### config.mk
export PLATFORM = sky130hd
export DESIGN_NAME = sub8b_serial
export DESIGN_NICKNAME = d
export VERILOG_FILES = /design/src/rtl/sub8b_pkg.sv /design/src/rtl/sub1b_sub.sv /design/src/rtl/sub8b_serial.sv
export SDC_FILE = /design/constraint.sdc
export NUM_CORES = 1
export LEC_CHECK = 0
export BUFFER_PORTS_ARGS = -buffer_cell sky130_fd_sc_hd__buf_2
export CELL_PAD_IN_SITES_DETAIL_PLACEMENT = 1
export CELL_PAD_IN_SITES_GLOBAL_PLACEMENT = 2
export CORE_MARGIN = 2
export CORE_UTILIZATION = 26
export DETAILED_ROUTE_END_ITERATION = 10
export PLACE_DENSITY = 0.59
export SLEW_MARGIN = 15
export SYNTH_ARGS = -nofsm -noshare
export SYNTH_HDL_FRONTEND = slang
export SYNTH_SLANG_ARGS = --single-unit
### constraint.sdc
create_clock -name clk -period 2.15 [get_ports clk]
set_clock_uncertainty 0.05 [all_clocks]
set_input_delay 0.5375 -clock clk [delete_from_list [all_inputs] [get_ports clk]]
set_output_delay 0.5375 -clock clk [all_outputs]
set_load 0.05 [all_outputs]
### src/rtl/sub8b_pkg.sv
`default_nettype none
// ============================================================================
// Module      : sub8b_pkg
// Description : Shared types and constants for the bit-serial subtractor:
//               controller state encoding and the default operand width.
// Revision    : 1.0 - initial release
// ============================================================================
package sub8b_pkg;

   // Default operand / result width in bits
   localparam int c_default_width = 8;

   // Controller states
   typedef enum logic [1:0] {
      IDLE = 2'd0,
      RUN  = 2'd1,
      DONE = 2'd2
   } state_t;

endpackage : sub8b_pkg
`default_nettype wire

### src/rtl/sub1b_sub.sv
`default_nettype none
// ============================================================================
// Module      : sub1b_sub
// Description : Combinational one-bit full subtractor, d = a - b - bin,
//               bout set when the column has to borrow from the next bit.
// Revision    : 1.0 - initial release
// ============================================================================
module sub1b_sub (
   input  logic a,
   input  logic b,
   input  logic bin,
   output logic d,
   output logic bout
);

   // Difference is the parity of the three inputs; borrow when b+bin exceeds a
   assign d    = a ^ b ^ bin;
   assign bout = (~a & b) | (~(a ^ b) & bin);

endmodule : sub1b_sub
`default_nettype wire

### src/rtl/sub8b_serial.sv
`default_nettype none
// ============================================================================
// Module      : sub8b_serial
// Description : Bit-serial unsigned subtractor, D = A - B - Bi (mod 2^WIDTH),
//               Bout = borrow-out. One bit pair per clock, LSB first, through
//               a single full-subtractor cell. Result lands WIDTH edges after
//               the capturing edge, flagged by a one-cycle done pulse.
//               Optional macro SUB8B_SERIAL_ZERO_FLAG_EN adds zero flag Z.
// Revision    : 1.0 - initial release
// ============================================================================
module sub8b_serial
   import sub8b_pkg::*;
#(
   parameter int WIDTH = c_default_width
) (
   input  logic             clk,
   input  logic             rst_n,
   input  logic             start,
   input  logic [WIDTH-1:0] A,
   input  logic [WIDTH-1:0] B,
   input  logic             Bi,
   output logic [WIDTH-1:0] D,
   output logic             Bout,
   output logic             busy,
   output logic             done
`ifdef SUB8B_SERIAL_ZERO_FLAG_EN
   ,
   output logic             Z
`endif
);

   // Counter is wide enough to hold WIDTH itself, so it never wraps
   localparam int                  c_cnt_w = $clog2(WIDTH + 1);
   localparam logic [c_cnt_w-1:0]  c_last  = c_cnt_w'(WIDTH - 1);

   state_t             r_state;
   logic [WIDTH-1:0]   r_a;
   logic [WIDTH-1:0]   r_b;
   logic [WIDTH-1:0]   r_dacc;
   logic               r_borrow;
   logic [c_cnt_w-1:0] r_cnt;

   logic               w_d;
   logic               w_bout;
   logic [WIDTH-1:0]   w_dnext;

   sub1b_sub u_cell (
      .a    (r_a[0]),
      .b    (r_b[0]),
      .bin  (r_borrow),
      .d    (w_d),
      .bout (w_bout)
   );

   // New difference bit enters at the MSB; after WIDTH shifts bit 0 sits at LSB
   assign w_dnext = (r_dacc >> 1) | (WIDTH'(w_d) << (WIDTH - 1));

   // Controller, datapath shift registers and registered outputs
   always_ff @(posedge clk or negedge rst_n) begin
      if (!rst_n) begin
         r_state  <= IDLE;
         r_a      <= '0;
         r_b      <= '0;
         r_dacc   <= '0;
         r_borrow <= 1'b0;
         r_cnt    <= '0;
         D        <= '0;
         Bout     <= 1'b0;
         busy     <= 1'b0;
         done     <= 1'b0;
`ifdef SUB8B_SERIAL_ZERO_FLAG_EN
         Z        <= 1'b0;
`endif
      end else begin
         case (r_state)
            IDLE: begin
               if (start) begin
                  r_a      <= A;
                  r_b      <= B;
                  r_borrow <= Bi;
                  r_dacc   <= '0;
                  r_cnt    <= '0;
                  busy     <= 1'b1;
                  r_state  <= RUN;
               end
            end
            RUN: begin
               r_a      <= r_a >> 1;
               r_b      <= r_b >> 1;
               r_borrow <= w_bout;
               r_dacc   <= w_dnext;
               r_cnt    <= r_cnt + 1'b1;
               if (r_cnt == c_last) begin
                  // Outputs change only here, so an aborted run never shows
                  D       <= w_dnext;
                  Bout    <= w_bout;
`ifdef SUB8B_SERIAL_ZERO_FLAG_EN
                  Z       <= (w_dnext == '0);
`endif
                  busy    <= 1'b0;
                  done    <= 1'b1;
                  r_state <= DONE;
               end
            end
            DONE: begin
               done    <= 1'b0;
               r_state <= IDLE;
            end
            default: begin
               busy    <= 1'b0;
               done    <= 1'b0;
               r_state <= IDLE;
            end
         endcase
      end
   end

endmodule : sub8b_serial
`default_nettype wire

Yosys cells after proc, flatten, opt, wreduce, memory -nomap -nowiden
Index checks and enable logic that the tools add are counted.

Register bits after elaboration: 42. Bits in latches: 0. Memory bits (writable): 0. Memory bits (read-only): 0. Input bits: 20. Output and inout bits: 11. Logic and storage cells: 51. Memories kept: 0.

Add/sub/neg operators: 1. Multiply operators: 0. Div/mod/pow operators: 0. $lt $le $gt $ge: 0. Equality and inequality tests: 5. Shifts and indexed selects: 0. Mux-type cells: 18. Bitwise gates (word level): 10. Reductions and logical operators: 7.

Operators with widths (number): 8-bit case mux with 2 select lines (3); 8-bit 2-to-1 mux (3); 7-bit by 8-bit OR with 8-bit output (1); 4-bit case mux with 2 select lines (1); 2-bit AND reduction (4); 4-bit by 1-bit adder with 4-bit output, second input constant (1); 4-bit by 3-bit equality test with 1-bit output, second input constant (1); 1-bit 2-to-1 mux (4); 2-bit 2-to-1 mux (2); 4-bit 2-to-1 mux (1); 2-bit inequality test, second input constant (2); 1-bit inverter (4); 1-bit case mux with 2 select lines (2); 2-bit case mux with 2 select lines (1); 1-bit case mux with 3 select lines (1); 3-bit AND reduction (1); 1-bit bitwise AND (2); 2-bit by 1-bit equality test with 1-bit output, second input constant (1); 2-bit equality test, second input constant (1); 2-bit zero test (1); 2-bit nonzero test (1); 1-bit bitwise XOR (2); 1-bit OR (1).

Logic depth before layout (Yosys ltp)
Word-level depth: 5. Depth in mapped cells: 5. Gate-level depth less buffers: 4.

Cells and area by module
Synthesis repeated with hierarchy kept, for this count alone.

Cell total of the unflattened synthesis: 163. Area total of the unflattened synthesis: 1884.3 sq um.

Modules (own cells, without submodules): sub8b_serial (instances 1, cells an instance 159, area each 1853.0 sq um); sub1b_sub (instances 1, cells an instance 4, area each 31.3 sq um).

Worst setup path before layout
No wires, ideal clock.

Kind: reg2reg. Start: register r_cnt[0]. End: register D[0]. Library setup time: 125 ps. Arrival: 1355 ps. Data required time: 1975 ps. Slack: 620 ps. Cell stages (with the launch flop): 6. Cells stage by stage: dfrtp_1 > ha_1 > and3b_1 > and2_4 > buf_8 > mux2_4.

Longest elaborated chain between the ends: 2.

Ends and longest elaborated chain: start, declared (line sub8b_serial.sv:41) `logic [c_cnt_w-1:0] r_cnt;`; start signal, assigned (line sub8b_serial.sv:92) `r_cnt <= r_cnt + 1'b1;`; 4-bit by 3-bit equality test with 1-bit output (line sub8b_serial.sv:93) `if (r_cnt == c_last) begin`; 2-bit AND reduction (no line); end signal, assigned (line sub8b_serial.sv:95) `D <= w_dnext;`; end, declared (line sub8b_serial.sv:22) `output logic [WIDTH-1:0] D,`.

No other way between the ends. A chain may end at the register's enable or synchronous reset.

Worst setup path after layout
Ends and elaborated chain as after synthesis.

==> flow_summary.json <==
{
  "clock_latency_ns": 0.30,
  "crit_buf_inv": 0,
  "antenna_cells": 0,
  "start_util": 0.272,
  "maximum_number_of_pins_on_one_net_before_global_route_repair": 23,
  "timing.reg2reg.setup_slack_ns": 0.56,
  "r2r_start": "r_cnt[0]",
  "synthesis.area_per_instance_sq_um": 11.6,
  "cells_traversed_along_the_worst_timing_path": "ha_1 > and3b_1 > and2_4 > mux2_4",
  "detail_route.wl_per_cell_microns": 15.5,
  "netlist_instances": 161,
  "crit_path_max_incr_delay_ns": 0.40,
  "area_growth_syn_to_layout_pct": 21.1,
  "worst_r2r_endpoint": "D[0]",
  "finalHoldViolCount": 0,
  "rr_worst_depth": 4,
  "run_status": "finished, final reports clean",
  "cts_post_setup_buffers_inserted": 0,
  "core_area_sq_um": 6870,
  "die-width_microns": 88.8,
  "layout.nets": 217,
  "cell_family_contributing_the_most_delay_on_the_critical_path": "simple AND/OR/NAND/NOR gates",
  "timing.final.setup_violations": 0,
  "final_util": 0.330,
  "synth_sequential_area_ratio": 0.549,
  "grt_setup_unrepaired": "false",
  "design.die.area_sq_um": 7880,
  "final.min_clock_period_ns": 1.59,
  "routed_wl_mm": 4.52,
  "dp_hpwl_mm": 3.11,
  "max_freq_mhz": 630,
  "startpoint_type": "flip-flop",
  "instances_no_fill": 292,
  "predominant_post_synthesis_flop_cell": "sky130_fd_sc_hd__dfrtp_1",
  "cp_data_arrival_time_ns": 1.72,
  "synthesis.yosys.warnings": 0,
  "nFillCells": 774,
  "timing.critical_path.required_ns": 2.28,
  "vias_per_cell": 4.77,
  "initial_antenna_violation_count": 0,
  "synth_async_sr_flop_share": 1.00,
  "finalMaxSlewViolations": 0,
  "power_density_nw_per_um2": 1580,
  "htreeDepth": 2,
  "final.period_utilization": 0.738,
  "setup_total_negative_slack_ns": 0,
  "global_route_wire_length_before_repair_mm": 7.60,
  "drv.max_cap_violation_count": 0,
  "cts_inserted_buffers": 5,
  "detail_route.first_pass.iterations": 4,
  "synth.cell_area_sq_um": 1870,
  "num_io_pins": 31,
  "cpMaxStageDelayCell": "sky130_fd_sc_hd__dfrtp_1",
  "cp_max_fo": 10,
  "ctsRootBufferMaster": "sky130_fd_sc_hd__clkbuf_8",
  "final_antenna_net_count": 0,
  "synth_seq_cells": 41,
  "holdBufCountCts": 0,
  "end_kind": "flip-flop",
  "synth_nets": 183,
  "globalplace.congestion": 0.720,
  "detail_route.drc_violations": 0,
  "max-vdd-ir-drop_mv": 0.376,
  "synth-edff-count": 0,
  "tritoncts_num_sinks": 41,
  "io_buffer_count": 30,
  "holdCritPathClass": "in2async",
  "final_layout_size_suffix_gt1_frac": 0.291,
  "clkTransAtPathRegs_ns": 0.09,
  "worstMarginPinSlew_ns": 0.582,
  "drt-initial-drc-count": 43,
  "placedCellCount": 284,
  "via_count": 1394,
  "global_route.usage.total": 0.127,
  "critical_path_class": "reg2reg",
  "yosys.cell_types.count": 29,
  "cts_resized": 0,
  "p_leak_nw": 1.03,
  "setup_slack_ns": 0.564,
  "globalRoute.totalOverflow": 0,
  "detailedPlace.worstSlack_ns": 0.424,
  "tritoncts": "built",
  "grt_pass1_vias": 1493,
  "max-clock-path-buffers": 2,
  "std_cell_rows": 30,
  "worst_slew_margin_rel": 0.612,
  "die_h_microns": 88.8
}
[registers in the layout (all words and copies together), names as in the netlist]
signal	count
D	8
r_a	8
r_b	8
r_dacc	7
r_cnt	4
r_state	2
Bout	1
busy	1
done	1
r_borrow	1
[report_power, final]
group,switching [mW],internal (mW),total (mW)
logic,0.910,0.646,1.56
clock network,0.287,0.378,0.665
registers,0.260,1.10,1.36
[worst max path at each step]
stage | to | from | cells after the start | slack, ns
2_1_floorplan | D[0] | r_cnt[0] | 5 | 0.62
4_1_cts | D[1] | r_cnt[0] | 4 | 0.56
5_1_grt | r_b[1] | r_state[1] | 4 | 0.46
6_report | D[0] | r_cnt[0] | 4 | 0.56
3_3_place_gp | r_b[4] | start | 5 | 0.52
3_5_place_dp | r_b[0] | start | 5 | 0.42
[metrics by stage]
| stage | cell area, sq um | hold WS [ns] | power, mW |
|---|---|---|---|
| floorplan | 1870 | 0.192 | 2.51 |
| global placement | 2140 | 0.435 | 2.90 |
| detailed placement | 2140 | 0.446 | 2.97 |
| CTS | 2260 | 0.181 | 3.65 |
| global route | 2260 | 0.196 | 3.84 |
| finish | 2260 | 0.161 | 3.58 |
[cells in the final DEF (no fill, tap or decap), types with 2 or more instances in the layout]
master and count:
sky130_fd_sc_hd__a2bb2oi_1 3, sky130_fd_sc_hd__buf_2 30, sky130_fd_sc_hd__clkbuf_8 6, sky130_fd_sc_hd__nand2_1 4, sky130_fd_sc_hd__buf_4 7, sky130_fd_sc_hd__a22o_1 9
sky130_fd_sc_hd__dfrtp_1 41, sky130_fd_sc_hd__nor2b_1 15, sky130_fd_sc_hd__inv_1 4, sky130_fd_sc_hd__o21ai_0 9, sky130_fd_sc_hd__nor2_1 3, sky130_fd_sc_hd__a21oi_1 17
sky130_fd_sc_hd__a22oi_1 14, sky130_fd_sc_hd__mux2_4 8, sky130_fd_sc_hd__nand3_1 2, sky130_fd_sc_hd__o21ai_1 9
[cells in the mapped netlist (2+ instances only)]
cell                         n  share of area
sky130_fd_sc_hd__a21oi_1    17          0.046
sky130_fd_sc_hd__a22o_1      9          0.042
sky130_fd_sc_hd__a22oi_1    14          0.056
sky130_fd_sc_hd__a2bb2oi_1   3          0.014
sky130_fd_sc_hd__buf_2       7          0.019
sky130_fd_sc_hd__clkbuf_1    2         0.0040
sky130_fd_sc_hd__dfrtp_1    41           0.55
sky130_fd_sc_hd__inv_1       4         0.0080
sky130_fd_sc_hd__mux2_4      8          0.064
sky130_fd_sc_hd__nand2_1     4         0.0080
sky130_fd_sc_hd__nand3_1     2         0.0054
sky130_fd_sc_hd__nor2_1      3         0.0060
sky130_fd_sc_hd__nor2b_1    15          0.050
sky130_fd_sc_hd__o21ai_0     9          0.024
sky130_fd_sc_hd__o21ai_1     9          0.024
[worst reg2reg max path: stages, from the launching register on]
cell,delay [ns]
sky130_fd_sc_hd__dfrtp_1,0.40
sky130_fd_sc_hd__ha_1,0.18
sky130_fd_sc_hd__and3b_1,0.24
sky130_fd_sc_hd__and2_4,0.28
sky130_fd_sc_hd__mux2_4,0.32
[cells by family after synthesis]
logic type                 Yosys count  share of synthesized area
muxes                               10                     0.0756
and+or+nand+nor                     29                     0.0937
buffers and inverters               15                     0.0448
adders and majority gates            2                     0.0174
DFF                                 41                      0.549
AOI/OAI and AO/OA                   64                      0.220
[final cells by class]
type	instances	area [sq um]	share of cell area
clock inverters	2	37.5	0.0166
flip-flops and latches	41	1030	0.453
clock buffers	6	82.6	0.0365
repair buffers	38	223	0.0984
inverters	4	15.0	0.00663
multi-input cells	105	759	0.336
well taps	96	120	0.0531
[layer usage]
metal | vias to the layer above | routed length, microns | GRT usage
li1 | 649 | - | -
met1 | 711 | 2090 | 0.168
met2 | 30 | 2230 | 0.209
met3 | 4 | 168 | 0.0289
met4 | 0 | 25 | 0.0331
met5 | - | 0 | 0
No activity file was read; power rests on OpenSTA's default activity.
